## config.mk

```make
export PLATFORM = sky130hd
export DESIGN_NAME = alu_arbiter_flat
export DESIGN_NICKNAME = d
export VERILOG_FILES = /design/src/rtl/alu_pkg.sv /design/src/rtl/alu_arbiter_if.sv /design/src/rtl/rr_arbiter.sv /design/src/rtl/alu_arbiter.sv /design/src/flat_wrapper.sv
export SDC_FILE = /design/constraint.sdc
export NUM_CORES = 1
export LEC_CHECK = 0
export CORE_MARGIN = 5
export CORE_UTILIZATION = 41
export CTS_CLUSTER_DIAMETER = 60
export DETAILED_ROUTE_END_ITERATION = 8
export HOLD_SLACK_MARGIN = 0.15
export PLACE_DENSITY = 0.81
export SYNTH_ARGS = -nofsm -noshare
export SYNTH_HDL_FRONTEND = slang
export SYNTH_HIERARCHICAL = 1
export SYNTH_SLANG_ARGS = --single-unit
```

## constraint.sdc

```tcl
create_clock -name clock -period 5.15 [get_ports clock]
set_input_delay 1.03 -clock clock [delete_from_list [all_inputs] [get_ports clock]]
set_output_delay 1.03 -clock clock [all_outputs]
set_load 0.01 [all_outputs]
```

## src/rtl/alu_pkg.sv

```systemverilog
// Shared opcode constants and arbiter state encoding for the ALU arbiter slice.
package alu_pkg;

  localparam logic [3:0] ALU_ADD = 4'b0000;
  localparam logic [3:0] ALU_SUB = 4'b0001;
  localparam logic [3:0] ALU_MUL = 4'b0010;
  localparam logic [3:0] ALU_DIV = 4'b0011;

  localparam logic [7:0] DIV_ZERO_RESULT = 8'hFF;

  typedef enum logic [1:0] {
    IDLE = 2'd0,
    EXEC = 2'd1,
    WAIT = 2'd2,
    RESP = 2'd3
  } arb_state_e;

endpackage

```

## src/rtl/alu_arbiter_if.sv

```systemverilog
// Bundle of requester, ALU and response signals shared between the arbiter and its environment.
interface alu_arbiter_if #(
  parameter int N_REQ = 4
);

  localparam int ID_W = (N_REQ > 1) ? $clog2(N_REQ) : 1;

  logic [N_REQ-1:0]   req_valid;
  logic [N_REQ-1:0]   req_ready;
  logic [N_REQ*8-1:0] req_A;
  logic [N_REQ*8-1:0] req_B;
  logic [N_REQ*4-1:0] req_sel;

  logic [7:0]         alu_A;
  logic [7:0]         alu_B;
  logic [3:0]         alu_Sel;
  logic [7:0]         alu_Out;
  logic               alu_CarryOut;

  logic               resp_valid;
  logic               resp_ready;
  logic [ID_W-1:0]    resp_id;
  logic [7:0]         resp_data;
  logic               resp_carry;
  logic               resp_err;

  // The master side is the requesters plus the ALU itself; the arbiter is the slave.
  modport master (
    output req_valid, req_A, req_B, req_sel, alu_Out, alu_CarryOut, resp_ready,
    input  req_ready, alu_A, alu_B, alu_Sel, resp_valid, resp_id, resp_data, resp_carry, resp_err
  );

  modport slave (
    input  req_valid, req_A, req_B, req_sel, alu_Out, alu_CarryOut, resp_ready,
    output req_ready, alu_A, alu_B, alu_Sel, resp_valid, resp_id, resp_data, resp_carry, resp_err
  );

endinterface

```

## src/rtl/rr_arbiter.sv

```systemverilog
// Combinational round-robin picker: one-hot grant to the first asserted request at or after ptr_i.
module rr_arbiter #(
  parameter int N     = 4,
  parameter int PTR_W = 2
) (
  input  logic [N-1:0]     req_i,
  input  logic [PTR_W-1:0] ptr_i,
  output logic [N-1:0]     gnt_o
);

  logic [PTR_W:0] pos;
  logic           found;

  // Walk the requesters starting at the pointer, wrapping at N rather than at a power of two.
  always_comb begin
    gnt_o = '0;
    found = 1'b0;
    pos   = '0;
    for (int i = 0; i < N; i++) begin
      pos = {1'b0, ptr_i} + (PTR_W+1)'(i);
      if (pos >= (PTR_W+1)'(N)) begin
        pos = pos - (PTR_W+1)'(N);
      end
      if (!found && req_i[pos[PTR_W-1:0]]) begin
        gnt_o[pos[PTR_W-1:0]] = 1'b1;
        found = 1'b1;
      end
    end
  end

endmodule

```

## src/rtl/alu_arbiter.sv

```systemverilog
// Shares one ALU among N_REQ requesters, one operation in flight, round-robin fair,
// with divide-by-zero trapped locally instead of being sent to the ALU.
module alu_arbiter
  import alu_pkg::*;
#(
  parameter int N_REQ       = 4,
  parameter int ALU_LATENCY = 1
) (
  input  logic         clock,
  input  logic         reset,
  alu_arbiter_if.slave bus
);

  localparam int ID_W  = (N_REQ > 1) ? $clog2(N_REQ) : 1;
  localparam int CNT_W = (ALU_LATENCY > 1) ? $clog2(ALU_LATENCY + 1) : 1;

  arb_state_e       state_q;
  logic [ID_W-1:0]  ptr_q;
  logic [ID_W-1:0]  ptr_d;
  logic [ID_W-1:0]  resp_id_q;
  logic [7:0]       alu_A_q;
  logic [7:0]       alu_B_q;
  logic [3:0]       alu_Sel_q;
  logic [7:0]       resp_data_q;
  logic             resp_carry_q;
  logic             resp_err_q;
  logic             dbz_q;
  logic [CNT_W-1:0] cnt_q;

  logic [N_REQ-1:0] grant;
  logic [ID_W-1:0]  gnt_idx;
  logic [7:0]       selA;
  logic [7:0]       selB;
  logic [3:0]       selOp;
  logic             selDbz;
  logic             accept;

  rr_arbiter #(
    .N     (N_REQ),
    .PTR_W (ID_W)
  ) u_rr (
    .req_i (bus.req_valid),
    .ptr_i (ptr_q),
    .gnt_o (grant)
  );

  // Encode the one-hot winner and pull its operand lanes out of the packed buses.
  always_comb begin
    gnt_idx = '0;
    for (int i = 0; i < N_REQ; i++) begin
      if (grant[i]) begin
        gnt_idx = ID_W'(i);
      end
    end
    selA   = bus.req_A[{gnt_idx, 3'b000} +: 8];
    selB   = bus.req_B[{gnt_idx, 3'b000} +: 8];
    selOp  = bus.req_sel[{gnt_idx, 2'b00} +: 4];
    selDbz = (selOp == ALU_DIV) && (selB == 8'd0);
    accept = (state_q == IDLE) && (|grant);
    ptr_d  = (resp_id_q == ID_W'(N_REQ - 1)) ? '0 : resp_id_q + 1'b1;
  end

  // Ready is gated by reset so nothing appears accepted while reset is held.
  assign bus.req_ready  = ((state_q == IDLE) && !reset) ? grant : '0;
  assign bus.alu_A      = alu_A_q;
  assign bus.alu_B      = alu_B_q;
  assign bus.alu_Sel    = alu_Sel_q;
  assign bus.resp_valid = (state_q == RESP);
  assign bus.resp_id    = resp_id_q;
  assign bus.resp_data  = resp_data_q;
  assign bus.resp_carry = resp_carry_q;
  assign bus.resp_err   = resp_err_q;

  // EXEC is the first cycle the ALU sees the operands; WAIT then counts ALU_LATENCY edges.
  always_ff @(posedge clock or posedge reset) begin
    if (reset) begin
      state_q      <= IDLE;
      ptr_q        <= '0;
      resp_id_q    <= '0;
      alu_A_q      <= '0;
      alu_B_q      <= '0;
      alu_Sel_q    <= '0;
      resp_data_q  <= '0;
      resp_carry_q <= 1'b0;
      resp_err_q   <= 1'b0;
      dbz_q        <= 1'b0;
      cnt_q        <= '0;
    end else begin
      case (state_q)
        IDLE: begin
          if (accept) begin
            resp_id_q <= gnt_idx;
            dbz_q     <= selDbz;
            if (!selDbz) begin
              alu_A_q   <= selA;
              alu_B_q   <= selB;
              alu_Sel_q <= selOp;
            end
            state_q <= EXEC;
          end
        end
        EXEC: begin
          if (dbz_q) begin
            resp_data_q  <= DIV_ZERO_RESULT;
            resp_carry_q <= 1'b0;
            resp_err_q   <= 1'b1;
            state_q      <= RESP;
          end else begin
            cnt_q   <= CNT_W'(1);
            state_q <= WAIT;
          end
        end
        WAIT: begin
          if (cnt_q == CNT_W'(ALU_LATENCY)) begin
            resp_data_q  <= bus.alu_Out;
            resp_carry_q <= bus.alu_CarryOut;
            resp_err_q   <= 1'b0;
            state_q      <= RESP;
          end else begin
            cnt_q <= cnt_q + 1'b1;
          end
        end
        RESP: begin
          if (bus.resp_ready) begin
            ptr_q   <= ptr_d;
            state_q <= IDLE;
          end
        end
        default: state_q <= IDLE;
      endcase
    end
  end

endmodule

```

## src/flat_wrapper.sv

```systemverilog
// flat-port wrapper written by rule: the top's interface ports become plain ports
module alu_arbiter_flat import alu_pkg::*;
#(
  parameter int N_REQ       = 4,
  parameter int ALU_LATENCY = 1
)
  (clock, reset, bus_req_valid, bus_req_A, bus_req_B, bus_req_sel, bus_alu_Out, bus_alu_CarryOut, bus_resp_ready, bus_req_ready, bus_alu_A, bus_alu_B, bus_alu_Sel, bus_resp_valid, bus_resp_id, bus_resp_data, bus_resp_carry, bus_resp_err);
  alu_arbiter_if #(.N_REQ(N_REQ)) bus_i ();
  input  logic clock;
  input  logic reset;
  input wire logic [$bits(bus_i.req_valid)-1:0] bus_req_valid;
  input wire logic [$bits(bus_i.req_A)-1:0] bus_req_A;
  input wire logic [$bits(bus_i.req_B)-1:0] bus_req_B;
  input wire logic [$bits(bus_i.req_sel)-1:0] bus_req_sel;
  input wire logic [$bits(bus_i.alu_Out)-1:0] bus_alu_Out;
  input wire logic [$bits(bus_i.alu_CarryOut)-1:0] bus_alu_CarryOut;
  input wire logic [$bits(bus_i.resp_ready)-1:0] bus_resp_ready;
  output wire logic [$bits(bus_i.req_ready)-1:0] bus_req_ready;
  output wire logic [$bits(bus_i.alu_A)-1:0] bus_alu_A;
  output wire logic [$bits(bus_i.alu_B)-1:0] bus_alu_B;
  output wire logic [$bits(bus_i.alu_Sel)-1:0] bus_alu_Sel;
  output wire logic [$bits(bus_i.resp_valid)-1:0] bus_resp_valid;
  output wire logic [$bits(bus_i.resp_id)-1:0] bus_resp_id;
  output wire logic [$bits(bus_i.resp_data)-1:0] bus_resp_data;
  output wire logic [$bits(bus_i.resp_carry)-1:0] bus_resp_carry;
  output wire logic [$bits(bus_i.resp_err)-1:0] bus_resp_err;
  assign bus_i.req_valid = bus_req_valid;
  assign bus_i.req_A = bus_req_A;
  assign bus_i.req_B = bus_req_B;
  assign bus_i.req_sel = bus_req_sel;
  assign bus_i.alu_Out = bus_alu_Out;
  assign bus_i.alu_CarryOut = bus_alu_CarryOut;
  assign bus_i.resp_ready = bus_resp_ready;
  assign bus_req_ready = bus_i.req_ready;
  assign bus_alu_A = bus_i.alu_A;
  assign bus_alu_B = bus_i.alu_B;
  assign bus_alu_Sel = bus_i.alu_Sel;
  assign bus_resp_valid = bus_i.resp_valid;
  assign bus_resp_id = bus_i.resp_id;
  assign bus_resp_data = bus_i.resp_data;
  assign bus_resp_carry = bus_i.resp_carry;
  assign bus_resp_err = bus_i.resp_err;
  alu_arbiter #(.N_REQ(N_REQ), .ALU_LATENCY(ALU_LATENCY)) u_core (.clock(clock), .reset(reset), .bus(bus_i));
endmodule
```

==> metrics.md, run 1 <==
| Metric | Value |
|---|---|
| Status | complete, no violations |
| Clock sinks | 38 |
| Internal power | 1.52 mW |
| Clock tree root driver cell | sky130_fd_sc_hd__clkbuf_8 |
| Combined flip-flop and latch cell area | 951 um^2 |
| Cells along the critical path | clkdlybuf4s50_1 > mux4_2 > nor4b_4 > a221o_1 > and2_1 > clkdlybuf4s50_1 |
| Shortest period the worst path allows | 4.67 ns |
| Via density | 5.39 |
| DRC viols | 0 |
| Clock network fraction of total power | 0.121 |
| Number of top-level pins | 133 |
| Pin count of the biggest net entering global routing | 39 |
| Placeable Area | 6390 um^2 |
| Cell Pwr Density | 620 nW/um^2 |
| Estimated wirelength of the detail-placed design | 6.87 mm |
| Proportion of synthesized area in mux cells | 0.185 |
| Detail-routed net length per standard cell | 17.2 um |
| Initial core utilization | 0.424 |
| Antenna violations before repair | 0 |
| Global routing usage summed across all routing layers | 0.201 |
| Slowest CP cell | sky130_fd_sc_hd__mux4_2 |
| Post-layout net count | 537 |
| Post-cts gate resize count | 0 |
| Vertical die dimension | 91.2 um |
| Via count of the first global-routing pass | 2829 |
| Largest incremental delay on the critical path | 0.61 ns |
| Warning count from the yosys run | 6 |
| Dominant combinational cell family by area after synthesis | multiplexers |
| Clock buffer depth | 2 |
| Port bufs | 132 |
| Switching power | 1.12 mW |
| Setup ws final | 0.478 ns |
| # Max-Cap Violations | 0 |
| Area fraction of the dominant cell type after synthesis | 0.351 |
| Number of synthesized flops with an enable pin | 0 |
| Synthesized net count | 405 |
| Critical Path Fanout Max | 10 |
| Part of the total power dissipated in sequential elements | 0.198 |
| CP Buf/Inv Count | 2 |
| Antenna Violating Nets Remaining | 0 |
| Via count of the routed design | 2735 |
| Most instantiated library cell after synthesis | sky130_fd_sc_hd__dfrtp_1 |
| Worst vdd ir | 0.315 mV |
| Setup crit start kind | input pin |
| Site row count | 29 |
| Number of H-tree levels | 2 |
| Xor and xnor fraction of the mapped netlist area | 0 |
| Post-Synthesis Mean Instance Area | 9.11 um^2 |
| Post-synthesis to final-layout area growth | 57.1% |
| Insertion delay of the later-clocked pin in the worst-skew pair | 0.29 ns |
| Type of the worst setup path | input pin to primary output |
| Main flop type after synthesis | sky130_fd_sc_hd__dfrtp_1 |
| TritonCTS clock tree | yes |
| Cell occurring most often along the worst timing path | sky130_fd_sc_hd__clkdlybuf4s50_1 |
| Pre-CTS worst setup slack | 0.404 ns |
| Unrepaired setup endpoints after global routing | false |
| Hold_buf cts | 0 |
| Fin. Hold Viols | 0 |
| Crit share post-route | 0.907 |
| Synth Area in Adders | 0.0555 |
| Synthesized-area fraction occupied by and/or/nand/nor cells | 0.169 |
| Worst relative slew slack | 0.358 |
| Total standard cell area after synthesis | 2710 um^2 |
| Fraction of registers with async set/reset | 1.00 |
| Endpoints failing setup | 0 |
| Endpoint of the most critical register-to-register path | u_core/bus.alu_A[5] |
| Final std cells w/o fill | 507 |
| Area leader, netlist | sky130_fd_sc_hd__dfrtp_1 |
| Fraction of power spent switching nets | 0.425 |
| Register clock-pin slew on the reported worst setup and hold paths | 0.08 ns |
| Post-Syn Instances | 297 |
| Final Slew Violations | 0 |
| Worst Skew | 0.00599 ns |
| Share of layout cells above drive strength 1 | 0.102 |
| Hold Slack | 0.500 ns |
| Fillcell total | 512 |
| Final GP Congestion | 0.829 |
| Crit end category | primary output |
| Post-Route WL | 8.70 mm |
| Total area of multi-input combinational cells | 1600 um^2 |
| Total die area | 8330 um^2 |
| Biggest area contributors in the synthesized netlist | sky130_fd_sc_hd__dfrtp_1, sky130_fd_sc_hd__mux2i_1, sky130_fd_sc_hd__o21ai_0, sky130_fd_sc_hd__ha_1, sky130_fd_sc_hd__nand2_1 |
| CP startpoint | bus_req_valid[1] |
| FMAX | 214 MHz |
| Class of the tightest hold or removal check | flop to flop |
| Cell Count Post-Placement | 499 |
| Depth of the most critical reg-to-reg path | 13 |
| Count of cell types in the netlist | 45 |
| Initial drt markers | 121 |
| Transition at the pin with the smallest max-transition slack | 0.958 ns |
| Post-route standard cell area excluding fillers | 4250 um^2 |
| Comb power frac | 0.682 |
| Number of search-and-repair iterations in the first detailed-routing pass | 4 |
| Worst EP arrival | 3.64 ns |
| Leakage power summed over all cells | 1.78 nW |
| Cell family with the largest share of critical-path delay | buffers and inverters |
| Area fraction in compound gates after synthesis | 0.178 |
| Total cell area at the placement stage | 4110 um^2 |
| Overflow left after global routing | 0 |
| Critical path data required time | 4.12 ns |
| Proportion of synthesized chip area in sequential cells | 0.351 |
| Diodes inserted | 0 |
| Setup repair bufs after CTS | 0 |
| Global-route wire length before repair | 13.9 mm |
| Origin of the critical flop-to-flop path | u_core/ptr_q[0] |
| Setup TNS | 0 ns |
| Crit path depth | 6 |
| Reg2Reg Setup Slack | 1.03 ns |
| Total clock buffers created by CTS | 5 |
| X dimension of the die | 91.2 um |
| Critical path destination | bus_req_ready[1] |
| Cell types with the highest counts after synthesis | sky130_fd_sc_hd__dfrtp_1, sky130_fd_sc_hd__nand2_1, sky130_fd_sc_hd__o21ai_0 |
| #FFs+latches synth | 38 |
[routing by layer]
| metal | GRT usage | up-vias | wire (um) |
|---|---|---|---|
| met4 | 0.0477 | 0 | 134 |
| met5 | 0 | - | 0 |
| met1 | 0.243 | 1269 | 3410 |
| met3 | 0.0603 | 13 | 846 |
| met2 | 0.351 | 128 | 4310 |
| li1 | - | 1325 | - |
[through the flow]
stage,power (mW),utilization
3_5_place_dp,2.31,0.644
5_1_grt,2.84,0.666
4_1_cts,2.64,0.666
3_3_place_gp,2.24,0.644
2_1_floorplan,1.72,-
6_report,2.64,0.666
[power groups by stage]
stage / clock (mW) / combinational, mW / sequential (mW)
floorplan: 0 / 1.16 / 0.559
global placement: 0 / 1.72 / 0.521
detailed placement: 0 / 1.78 / 0.527
CTS: 0.326 / 1.79 / 0.522
global route: 0.341 / 1.96 / 0.539
finish: 0.319 / 1.80 / 0.521
[state kept, by name, summed over array words and instances (netlist names)]
| name | flops |
|---|---|
| u_core/bus.alu_A | 8 |
| u_core/bus.resp_id | 2 |
| u_core/bus.alu_Sel | 4 |
| u_core/state_q | 2 |
| u_core/ptr_q | 2 |
| u_core/bus.resp_err | 1 |
| u_core/cnt_q | 1 |
| u_core/bus.resp_data | 8 |
| u_core/bus.resp_carry | 1 |
| u_core/bus.alu_B | 8 |
| u_core/dbz_q | 1 |
[tightest hold or removal path: stages (launching register included)]
cell and delay [ns]:
sky130_fd_sc_hd__dfrtp_1 0.35, sky130_fd_sc_hd__inv_1 0.05, sky130_fd_sc_hd__o21ai_0 0.06
[worst min-delay path by stage]
stage	start	end	depth (start not counted)	slack, ns
floorplan	u_core/cnt_q	u_core/cnt_q	2	0.45
global placement	u_core/cnt_q	u_core/cnt_q	2	0.47
detailed placement	u_core/cnt_q	u_core/cnt_q	2	0.48
CTS	u_core/cnt_q	u_core/cnt_q	2	0.50
global route	u_core/bus.alu_B[0]	u_core/bus.alu_B[0]	1	0.52
finish	u_core/cnt_q	u_core/cnt_q	2	0.50
[cell usage in the layout, fill, tap and decap left out, types with 3 or more instances in the layout]
cell type / count
sky130_fd_sc_hd__inv_1: 20
sky130_fd_sc_hd__nor2b_1: 5
sky130_fd_sc_hd__clkdlybuf4s50_1: 132
sky130_fd_sc_hd__mux2_2: 10
sky130_fd_sc_hd__a211oi_1: 3
sky130_fd_sc_hd__o21ai_0: 31
sky130_fd_sc_hd__clkbuf_8: 6
sky130_fd_sc_hd__a31oi_1: 10
sky130_fd_sc_hd__a21oi_1: 17
sky130_fd_sc_hd__mux4_2: 3
sky130_fd_sc_hd__nand2_1: 31
sky130_fd_sc_hd__nor2_1: 26
sky130_fd_sc_hd__ha_1: 12
sky130_fd_sc_hd__mux2_4: 7
sky130_fd_sc_hd__nand2b_1: 4
sky130_fd_sc_hd__nor3_1: 3
sky130_fd_sc_hd__mux2i_1: 19
sky130_fd_sc_hd__a221o_1: 4
sky130_fd_sc_hd__and2_1: 5
sky130_fd_sc_hd__dfrtp_1: 38
sky130_fd_sc_hd__nand3_1: 3
sky130_fd_sc_hd__buf_4: 9
[cell type report]
type                    count  share of cell area
clock buffers               6              0.0194
clock inverters             2              0.0141
flip-flops and latches     38               0.224
well taps                  77              0.0227
multi-input cells         222               0.375
repair buffers            141               0.327
inverters                  21              0.0185
[kinds of logic after synthesis]
| group | after synthesis |
|---|---|
| fa+ha+maj | 12 |
| buf+inv | 37 |
| simple gates | 91 |
| flops | 38 |
| mux | 40 |
| compound gates | 79 |
No activity file was read; power rests on OpenSTA's default activity.
==> inputs of run 2 (changes only) <==
Settings changed: CORE_UTILIZATION 41 to 42, SYNTH_HIERARCHICAL 1 to default.
==> run 2 against run 1 <==
Effect of this change: non-clock buffer count grew 1; sequential power grew 7.1%; global-route usage grew 1.6 points; die area grew 3.0%; critical path depth grew 1; critical path type unchanged; critical endpoint is now bus_req_ready[3]; largest cell class unchanged.
==> metrics.md, run 2 <==
| Metric | Value |
|---|---|
| Slowest CP cell | sky130_fd_sc_hd__clkdlybuf4s50_1 |
| Status | complete, no violations |
| Detail-routed net length per standard cell | 18.0 um (+4.8%) |
| Initial drt markers | 143 (+18%) |
| DRC viols | 0 (unchanged) |
| Fraction of power spent switching nets | 0.465 (+0.0407) |
| Diodes inserted | 0 (unchanged) |
| Via density | 5.75 (+6.6%) |
| # Max-Cap Violations | 0 (unchanged) |
| Via count of the routed design | 3065 (+12%) |
| Post-cts gate resize count | 0 (unchanged) |
| Count of cell types in the netlist | 65 (+44%) |
| Worst EP arrival | 3.76 ns (+0.12 ns) |
| Min-delay src | u_core.bus.resp_data[2] |
| Largest incremental delay on the critical path | 0.58 ns (-0.03 ns) |
| Critical Path Fanout Max | 7 (-3) |
| Leakage power summed over all cells | 1.77 nW (-0.57%) |
| Initial core utilization | 0.426 (+0.00266) |
| Transition at the pin with the smallest max-transition slack | 0.537 ns (-0.420 ns) |
| Area leader, netlist | sky130_fd_sc_hd__dfrtp_1 |
| Biggest area contributors in the synthesized netlist | sky130_fd_sc_hd__dfrtp_1, sky130_fd_sc_hd__ha_1, sky130_fd_sc_hd__o22ai_1, sky130_fd_sc_hd__nand2_1, sky130_fd_sc_hd__mux2_2 |
| Worst relative slew slack | 0.642 (+0.284) |
| Clock buffer depth | 2 (unchanged) |
| Total power | 2.80 mW (+6.1%) |
| Insertion delay of the later-clocked pin in the worst-skew pair | 0.29 ns (about the same) |
| Setup crit start kind | input pin |
| Clock tree root driver cell | sky130_fd_sc_hd__clkbuf_8 |
| Hold_buf cts | 0 (unchanged) |
| Post-synthesis to final-layout area growth | 52.6% |
| TritonCTS clock tree | yes |
| Final std cells w/o fill | 533 (+5.1%) |
| Number of synthesized flops with an enable pin | 0 (unchanged) |
| Crit share post-route | 0.931 (+0.0237) |
| Internal power | 1.50 mW (-1.4%) |
| Origin of the critical flop-to-flop path | u_core.ptr_q[0] |
| Endpoint of the most critical register-to-register path | u_core.bus.alu_A[6] |
| Commonest non-fill, non-tap cells in the layout | sky130_fd_sc_hd__clkdlybuf4s50_1, sky130_fd_sc_hd__dfrtp_1, sky130_fd_sc_hd__nand2_1 |
| Switching power | 1.30 mW (+16%) |
| Unrepaired setup endpoints after global routing | false |
| Register clock-pin slew on the reported worst setup and hold paths | 0.07 ns (about the same) |
| Number of instances on the worst hold path | 2 (unchanged) |
| Shortest period the worst path allows | 4.79 ns (+0.122 ns) |
| Fin. Hold Viols | 0 (unchanged) |
| Final Slew Violations | 0 (unchanged) |
| Reg2Reg Setup Slack | 0.72 ns (-0.31 ns) |
| Class of the tightest hold or removal check | flop to flop |
| Share of layout cells above drive strength 1 | 0.0971 (-0.00520) |
| Vertical die dimension | 92.6 um (+1.5%) |
| Clock sinks | 38 (unchanged) |
| Depth of the most critical reg-to-reg path | 13 (unchanged) |
| Endpoint of the worst hold-timing path | u_core.bus.resp_data[2] |
| Cell Pwr Density | 640 nW/um^2 (+3.2%) |
| Total clock buffers created by CTS | 5 (unchanged) |
| Proportion of synthesized chip area in sequential cells | 0.332 (-0.0195) |
| Number of top-level pins | 133 (unchanged) |
| Post-layout net count | 560 (+4.3%) |
| Via count of the first global-routing pass | 3124 (+10%) |
| Post-Synthesis Mean Instance Area | 8.98 um^2 (-1.4%) |
| Worst Skew | 0.0103 ns (+0.00434 ns) |
| Worst vdd ir | 0.289 mV (-8.4%) |
| Total die area | 8570 um^2 (+3.0%) |
| Total standard cell area after synthesis | 2870 um^2 (+5.9%) |
| Antenna Violating Nets Remaining | 0 (unchanged) |
| Clock network fraction of total power | 0.077 (-0.044) |
| Type of the worst setup path | input pin to primary output |
| Site row count | 30 (+3.4%) |
| Global-route wire length before repair | 14.8 mm (+6.9%) |
| CP startpoint | bus_req_valid[3] |
| Cell Count Post-Placement | 525 (+5.2%) |
| #FFs+latches synth | 38 (unchanged) |
| Final GP Congestion | 0.921 (+11%) |
| Endpoints failing setup | 0 (unchanged) |
| Critical path data required time | 4.12 ns (about the same) |
| Pin count of the biggest net entering global routing | 39 (unchanged) |
| Post-Route WL | 9.58 mm (+10%) |
| Antenna violations before repair | 0 (unchanged) |
| Comb power frac | 0.723 (+0.041) |
| Main flop type after synthesis | sky130_fd_sc_hd__dfrtp_1 |
| Area fraction of the dominant cell type after synthesis | 0.332 (-0.0195) |
| Estimated wirelength of the detail-placed design | 7.69 mm (+12%) |
| Overflow left after global routing | 0 (unchanged) |
| Number of search-and-repair iterations in the first detailed-routing pass | 4 (unchanged) |
| Core Util, Final | 0.651 (-0.0151) |
| Port bufs | 132 (unchanged) |
| Post-Syn Instances | 319 (+7.4%) |
| Most instantiated library cell after synthesis | sky130_fd_sc_hd__dfrtp_1 |
| Crit end category | primary output |
| Fraction of registers with async set/reset | 1.00 (unchanged) |
| Most common library cell in the layout ignoring fill and taps | sky130_fd_sc_hd__clkdlybuf4s50_1 |
| Setup repair bufs after CTS | 0 (unchanged) |
| Placeable Area | 6720 um^2 (+5.2%) |
| Cells along the critical path | clkdlybuf4s50_1 > or3b_1 > a2111o_1 > a21boi_0 > a211oi_4 > nor2_1 > clkdlybuf4s50_1 |
| FMAX | 209 MHz (-2.5%) |
| Part of the total power dissipated in sequential elements | 0.199 (about the same) |
| Fillcell total | 560 (+9.4%) |
| Setup TNS | 0 ns (unchanged) |
| Warning count from the yosys run | 0 (-6) |
| Global routing usage summed across all routing layers | 0.217 (+0.0161) |
| Number of H-tree levels | 2 (unchanged) |
| Synthesized net count | 427 (+5.4%) |
| Cell types with the highest counts after synthesis | sky130_fd_sc_hd__dfrtp_1, sky130_fd_sc_hd__nand2_1, sky130_fd_sc_hd__a21oi_1 |
| Cell occurring most often along the worst timing path | sky130_fd_sc_hd__clkdlybuf4s50_1 |
| X dimension of the die | 92.6 um (+1.5%) |
==> run 2: cell count changes after synthesis, sizes merged, moves of 6 or more <==
cell | before | now
mux2 | 17 | 11
a31oi | 10 | 3
o21ai | 31 | 22
o22ai | 2 | 20
o211ai | 0 | 6
mux2i | 19 | 8
nor2 | 26 | 18
nor2b | 5 | 14
==> run 2: power groups by stage <==
stage | logic, mW | registers [mW] | clock network [mW]
2_1_floorplan | 1.28 | 0.605 | 0
3_3_place_gp | 1.96 | 0.558 | 0
6_report | 2.02 | 0.558 | 0.216
5_1_grt | 2.20 | 0.580 | 0.231
4_1_cts | 2.01 | 0.560 | 0.217
3_5_place_dp | 2.00 | 0.563 | 0
==> run 2: kinds of logic (layout without fill, tap and decap cells) <==
group           after synthesis  in the layout  synth area share
flops                        38             38             0.332
mux                          22             22            0.0948
simple gates                 97             97             0.179
compound gates              114            114             0.283
fa+ha+maj                    12             12            0.0524
buf+inv                      36            170            0.0581
==> run 2: layer usage <==
layer	track usage	routed length, um
met5	0	0
met4	0.0817	254
met2	0.370	4500
met3	0.0739	959
met1	0.252	3870
==> run 2: how the worst max path moves through the flow <==
stage	end	slack, ns	cells past startpoint
detailed placement	u_core.bus.alu_A[0]	0.33	12
global route	bus_req_ready[2]	0.13	7
CTS	bus_req_ready[3]	0.36	7
global placement	bus_req_ready[3]	0.45	7
floorplan	bus_req_ready[2]	1.28	10
finish	bus_req_ready[3]	0.36	7
==> run 2: worst max-delay path: cells and delay by family <==
kind / cells / cell delay [ns]
AOI/OAI and AO/OA: 3 / 1.04
buffers and inverters: 2 / 1.13
and+or+nand+nor: 2 / 0.56
==> run 2: cell type report <==
cell class / instances / area (um^2) / area share
tap: 80 / 100 / 0.0229
multi-input combinational: 245 / 1760 / 0.401
timing repair buffer: 142 / 1400 / 0.319
clock inverter: 2 / 12.5 / 0.00286
sequential: 38 / 951 / 0.217
inverter: 20 / 75.1 / 0.0172
clock buffer: 6 / 82.6 / 0.0189
==> run 2: through the flow <==
| stage | area, um^2 | hold WS (ns) | setup WS [ns] |
|---|---|---|---|
| 2_1_floorplan | 2870 | 0.436 | 1.28 |
| 3_3_place_gp | 4280 | 0.456 | 0.447 |
| 3_5_place_dp | 4280 | 0.461 | 0.330 |
| 4_1_cts | 4370 | 0.486 | 0.364 |
| 5_1_grt | 4370 | 0.516 | 0.129 |
| 6_report | 4370 | 0.480 | 0.356 |
==> inputs of run 3 (changes only) <==
Settings changed: ABC_AREA from default to 1, CORE_UTILIZATION 42 to 43, PLACE_DENSITY 0.81 to 0.82.
==> run 3 against run 2 <==
Effect of this change: clock skew is 0.0015 ns higher; register-to-register slack better by 0.65 ns; utilization is 0.32 points higher; non-clock buffer count is 6 lower; sequential power is 3% lower; critical endpoint is now bus_req_ready[1]; largest cell class unchanged; highest routed layer unchanged.
==> metrics.md, run 3 <==
| Metric | Value |
|---|---|
| Status | complete, no violations |
| Cell types with the highest counts after synthesis | sky130_fd_sc_hd__nand2_1, sky130_fd_sc_hd__inv_1, sky130_fd_sc_hd__nor2_1 |
| Transition at the pin with the smallest max-transition slack | 0.540 ns (+0.00286 ns) |
| #FFs+latches synth | 38 (unchanged) |
| Number of top-level pins | 133 (unchanged) |
| Setup TNS | 0 ns (unchanged) |
| Fraction of registers with async set/reset | 1.00 (unchanged) |
| Placeable Area | 6830 um^2 (+1.7%) |
| Vertical die dimension | 94.1 um (+1.6%) |
| Commonest non-fill, non-tap cells in the layout | sky130_fd_sc_hd__clkdlybuf4s50_1, sky130_fd_sc_hd__nand2_1, sky130_fd_sc_hd__inv_1 |
| Most instantiated library cell after synthesis | sky130_fd_sc_hd__nand2_1 |
| Critical path data required time | 4.12 ns (about the same) |
| Initial core utilization | 0.445 (+0.0184) |
| Most common library cell in the layout ignoring fill and taps | sky130_fd_sc_hd__clkdlybuf4s50_1 |
| Share of layout cells above drive strength 1 | 0.108 (+0.0113) |
| Worst relative slew slack | 0.640 (-0.00191) |
| Via density | 5.02 (-13%) |
| Endpoints failing setup | 0 (unchanged) |
| Hold Slack | 0.471 ns (-0.00848 ns) |
| Clock buffer depth | 2 (unchanged) |
| Post-Route WL | 9.64 mm (+0.64%) |
| Unrepaired setup endpoints after global routing | false |
| Via count of the first global-routing pass | 3113 (-0.35%) |
| FMAX | 232 MHz (+11%) |
| Cell Pwr Density | 754 nW/um^2 (+18%) |
| Worst vdd ir | 0.630 mV (+120%) |
| Warning count from the yosys run | 0 (unchanged) |
| Total standard cell area after synthesis | 3040 um^2 (+6.1%) |
| Total clock buffers created by CTS | 5 (unchanged) |
| Final GP Congestion | 0.906 (-1.6%) |
| Shortest period the worst path allows | 4.31 ns (-0.483 ns) |
| Post-synthesis to final-layout area growth | 47.0% |
| Overflow left after global routing | 0 (unchanged) |
| Critical Path Fanout Max | 13 (+6) |
| Met3 track demand over resource | 0.0369 (-0.0371) |
| Class of the tightest hold or removal check | flop to flop |
| Pin count of the biggest net entering global routing | 39 (unchanged) |
| Estimated wirelength of the detail-placed design | 7.70 mm (+0.24%) |
| Number of H-tree levels | 2 (unchanged) |
| Post-layout net count | 651 (+16%) |
| # Max-Cap Violations | 0 (unchanged) |
| Clock sinks | 38 (unchanged) |
| Diodes inserted | 0 (unchanged) |
| Leakage power summed over all cells | 2.08 nW (+18%) |
| Number of search-and-repair iterations in the first detailed-routing pass | 4 (unchanged) |
| Synthesized net count | 523 (+22%) |
| Site row count | 30 (unchanged) |
| Number of synthesized flops with an enable pin | 0 (unchanged) |
| Biggest area contributors in the synthesized netlist | sky130_fd_sc_hd__dfrtp_1, sky130_fd_sc_hd__nand2_1, sky130_fd_sc_hd__nand3_1, sky130_fd_sc_hd__inv_1, sky130_fd_sc_hd__nor2_1 |
| Register clock-pin slew on the reported worst setup and hold paths | 0.07 ns (about the same) |
| Setup ws final | 0.840 ns (+0.483 ns) |
| Worst EP arrival | 3.28 ns (-0.48 ns) |
| DRC viols | 0 (unchanged) |
| Depth of the most critical reg-to-reg path | 21 (+8) |
| Post-cts gate resize count | 0 (unchanged) |
| Via count of the routed design | 3211 (+4.8%) |
| X dimension of the die | 94.1 um (+1.6%) |
| Global routing usage on met1 | 0.265 (+0.0127) |
| Worst Skew | 0.0118 ns (+0.00152 ns) |
| Area leader, netlist | sky130_fd_sc_hd__dfrtp_1 |
| Final Slew Violations | 0 (unchanged) |
| Met2 Resource Use GR | 0.373 (+0.00277) |
| Total die area | 8850 um^2 (+3.2%) |
| Crit end category | primary output |
| TritonCTS clock tree | yes |
| Fin. Hold Viols | 0 (unchanged) |
| Count of cell types in the netlist | 34 (-48%) |
| Insertion delay of the later-clocked pin in the worst-skew pair | 0.30 ns (about the same) |
| Fillcell total | 605 (+8.0%) |
| Post-Syn Instances | 415 (+30%) |
| Area fraction of the dominant cell type after synthesis | 0.313 (-0.0190) |
| Main flop type after synthesis | sky130_fd_sc_hd__dfrtp_1 |
| Setup repair bufs after CTS | 0 (unchanged) |
| Crit share post-route | 0.837 (-0.0939) |
| Antenna violations before repair | 0 (unchanged) |
| Clock tree root driver cell | sky130_fd_sc_hd__clkbuf_8 |
| Setup crit start kind | input pin |
| Global-route wire length before repair | 15.0 mm (+1.1%) |
| Type of the worst setup path | input pin to primary output |
| Pre-CTS worst setup slack | 0.851 ns (+0.522 ns) |
| Global routing usage summed across all routing layers | 0.214 (-0.00380) |
| Detail-routed net length per standard cell | 15.1 um (-16%) |
| Initial drt markers | 166 (+16%) |
| Post-Synthesis Mean Instance Area | 7.32 um^2 (-18%) |
| Hold_buf cts | 0 (unchanged) |
| Proportion of synthesized chip area in sequential cells | 0.313 (-0.0190) |
| Port bufs | 132 (unchanged) |
| Core Util, Final | 0.654 (+0.00319) |
| Layer carrying the most global-route usage | met2 |
| Antenna Violating Nets Remaining | 0 (unchanged) |
| Number of instances on the worst hold path | 2 (unchanged) |
run 3: cell count changes in the layout (fill, tap and decap cells not counted), sizes merged, moves of 9 or more:
| cell | change |
|---|---|
| mux2 | -11 |
| nand2 | +101 |
| o32ai | +15 |
| nand3b | +9 |
| nand3 | +44 |
| nor2 | +36 |
| o22ai | -20 |
| inv | +31 |
| o21ai | -15 |
| nor2b | -14 |
| a21oi | -13 |
run 3: path summary, 6_finish.rpt:
path	from	end	slack [ns]
min	u_core.bus.alu_A[0]	u_core.bus.alu_A[0]	0.47
min reg2reg	u_core.bus.alu_A[0]	u_core.bus.alu_A[0]	0.47
max	bus_req_valid[3]	bus_req_ready[1]	0.84
max reg2reg	u_core.ptr_q[0]	u_core.bus.alu_B[6]	1.37
max in group asynchronous	reset	u_core.bus.alu_B[5]	3.52
min in group asynchronous	reset	u_core.bus.resp_id[1]	1.29
run 3: kinds of logic (layout without fill, tap and decap cells):
kind of cell | count (synthesis) | count (layout) | share of synthesized area
adder cells (fa/ha/maj) | 12 | 12 | 0.0494
buffers and inverters | 69 | 198 | 0.114
AND/OR/NAND/NOR | 254 | 254 | 0.421
flip-flops | 38 | 38 | 0.313
AO/OA/AOI/OAI | 42 | 42 | 0.103
run 3: power breakdown:
group	leakage, nW	switching, mW	internal [mW]
combinational	1.59	1.65	0.964
clock	0.0472	0.109	0.108
sequential	0.437	0.108	0.435
run 3: final cells by class:
class | instances | area (um^2) | share of cell area
Inverter | 54 | 210 | 0.0470
Multi-Input combinational cell | 308 | 1740 | 0.390
Tap cell | 96 | 120 | 0.0269
Clock buffer | 6 | 82.6 | 0.0185
Clock inverter | 2 | 12.5 | 0.00280
Sequential cell | 38 | 951 | 0.213
Timing Repair Buffer | 136 | 1350 | 0.302
run 3: critical path, stage by stage:
cell,delay [ns]
sky130_fd_sc_hd__clkdlybuf4s50_1,0.44
sky130_fd_sc_hd__nand2_1,0.12
sky130_fd_sc_hd__nand3_2,0.15
sky130_fd_sc_hd__nand2_4,0.14
sky130_fd_sc_hd__nand2_4,0.07
sky130_fd_sc_hd__nor2_4,0.14
sky130_fd_sc_hd__nand2_1,0.09
sky130_fd_sc_hd__nand3_2,0.23
sky130_fd_sc_hd__inv_1,0.19
sky130_fd_sc_hd__nor2_1,0.12
sky130_fd_sc_hd__clkdlybuf4s50_1,0.56
run 3: per-layer routing:
metal | wire length [um] | vias to the layer above
met4 | 212 | 0
met2 | 4770 | 116
met3 | 746 | 17
li1 | - | 1595
met1 | 3910 | 1483
met5 | 0 | -
run 3: metrics by stage:
stage	cells	area [um^2]	total power, mW
2_1_floorplan	415	3040	2.49
3_3_place_gp	632	4370	3.07
3_5_place_dp	632	4370	3.14
4_1_cts	640	4470	3.37
5_1_grt	640	4470	3.70
6_report	640	4470	3.37
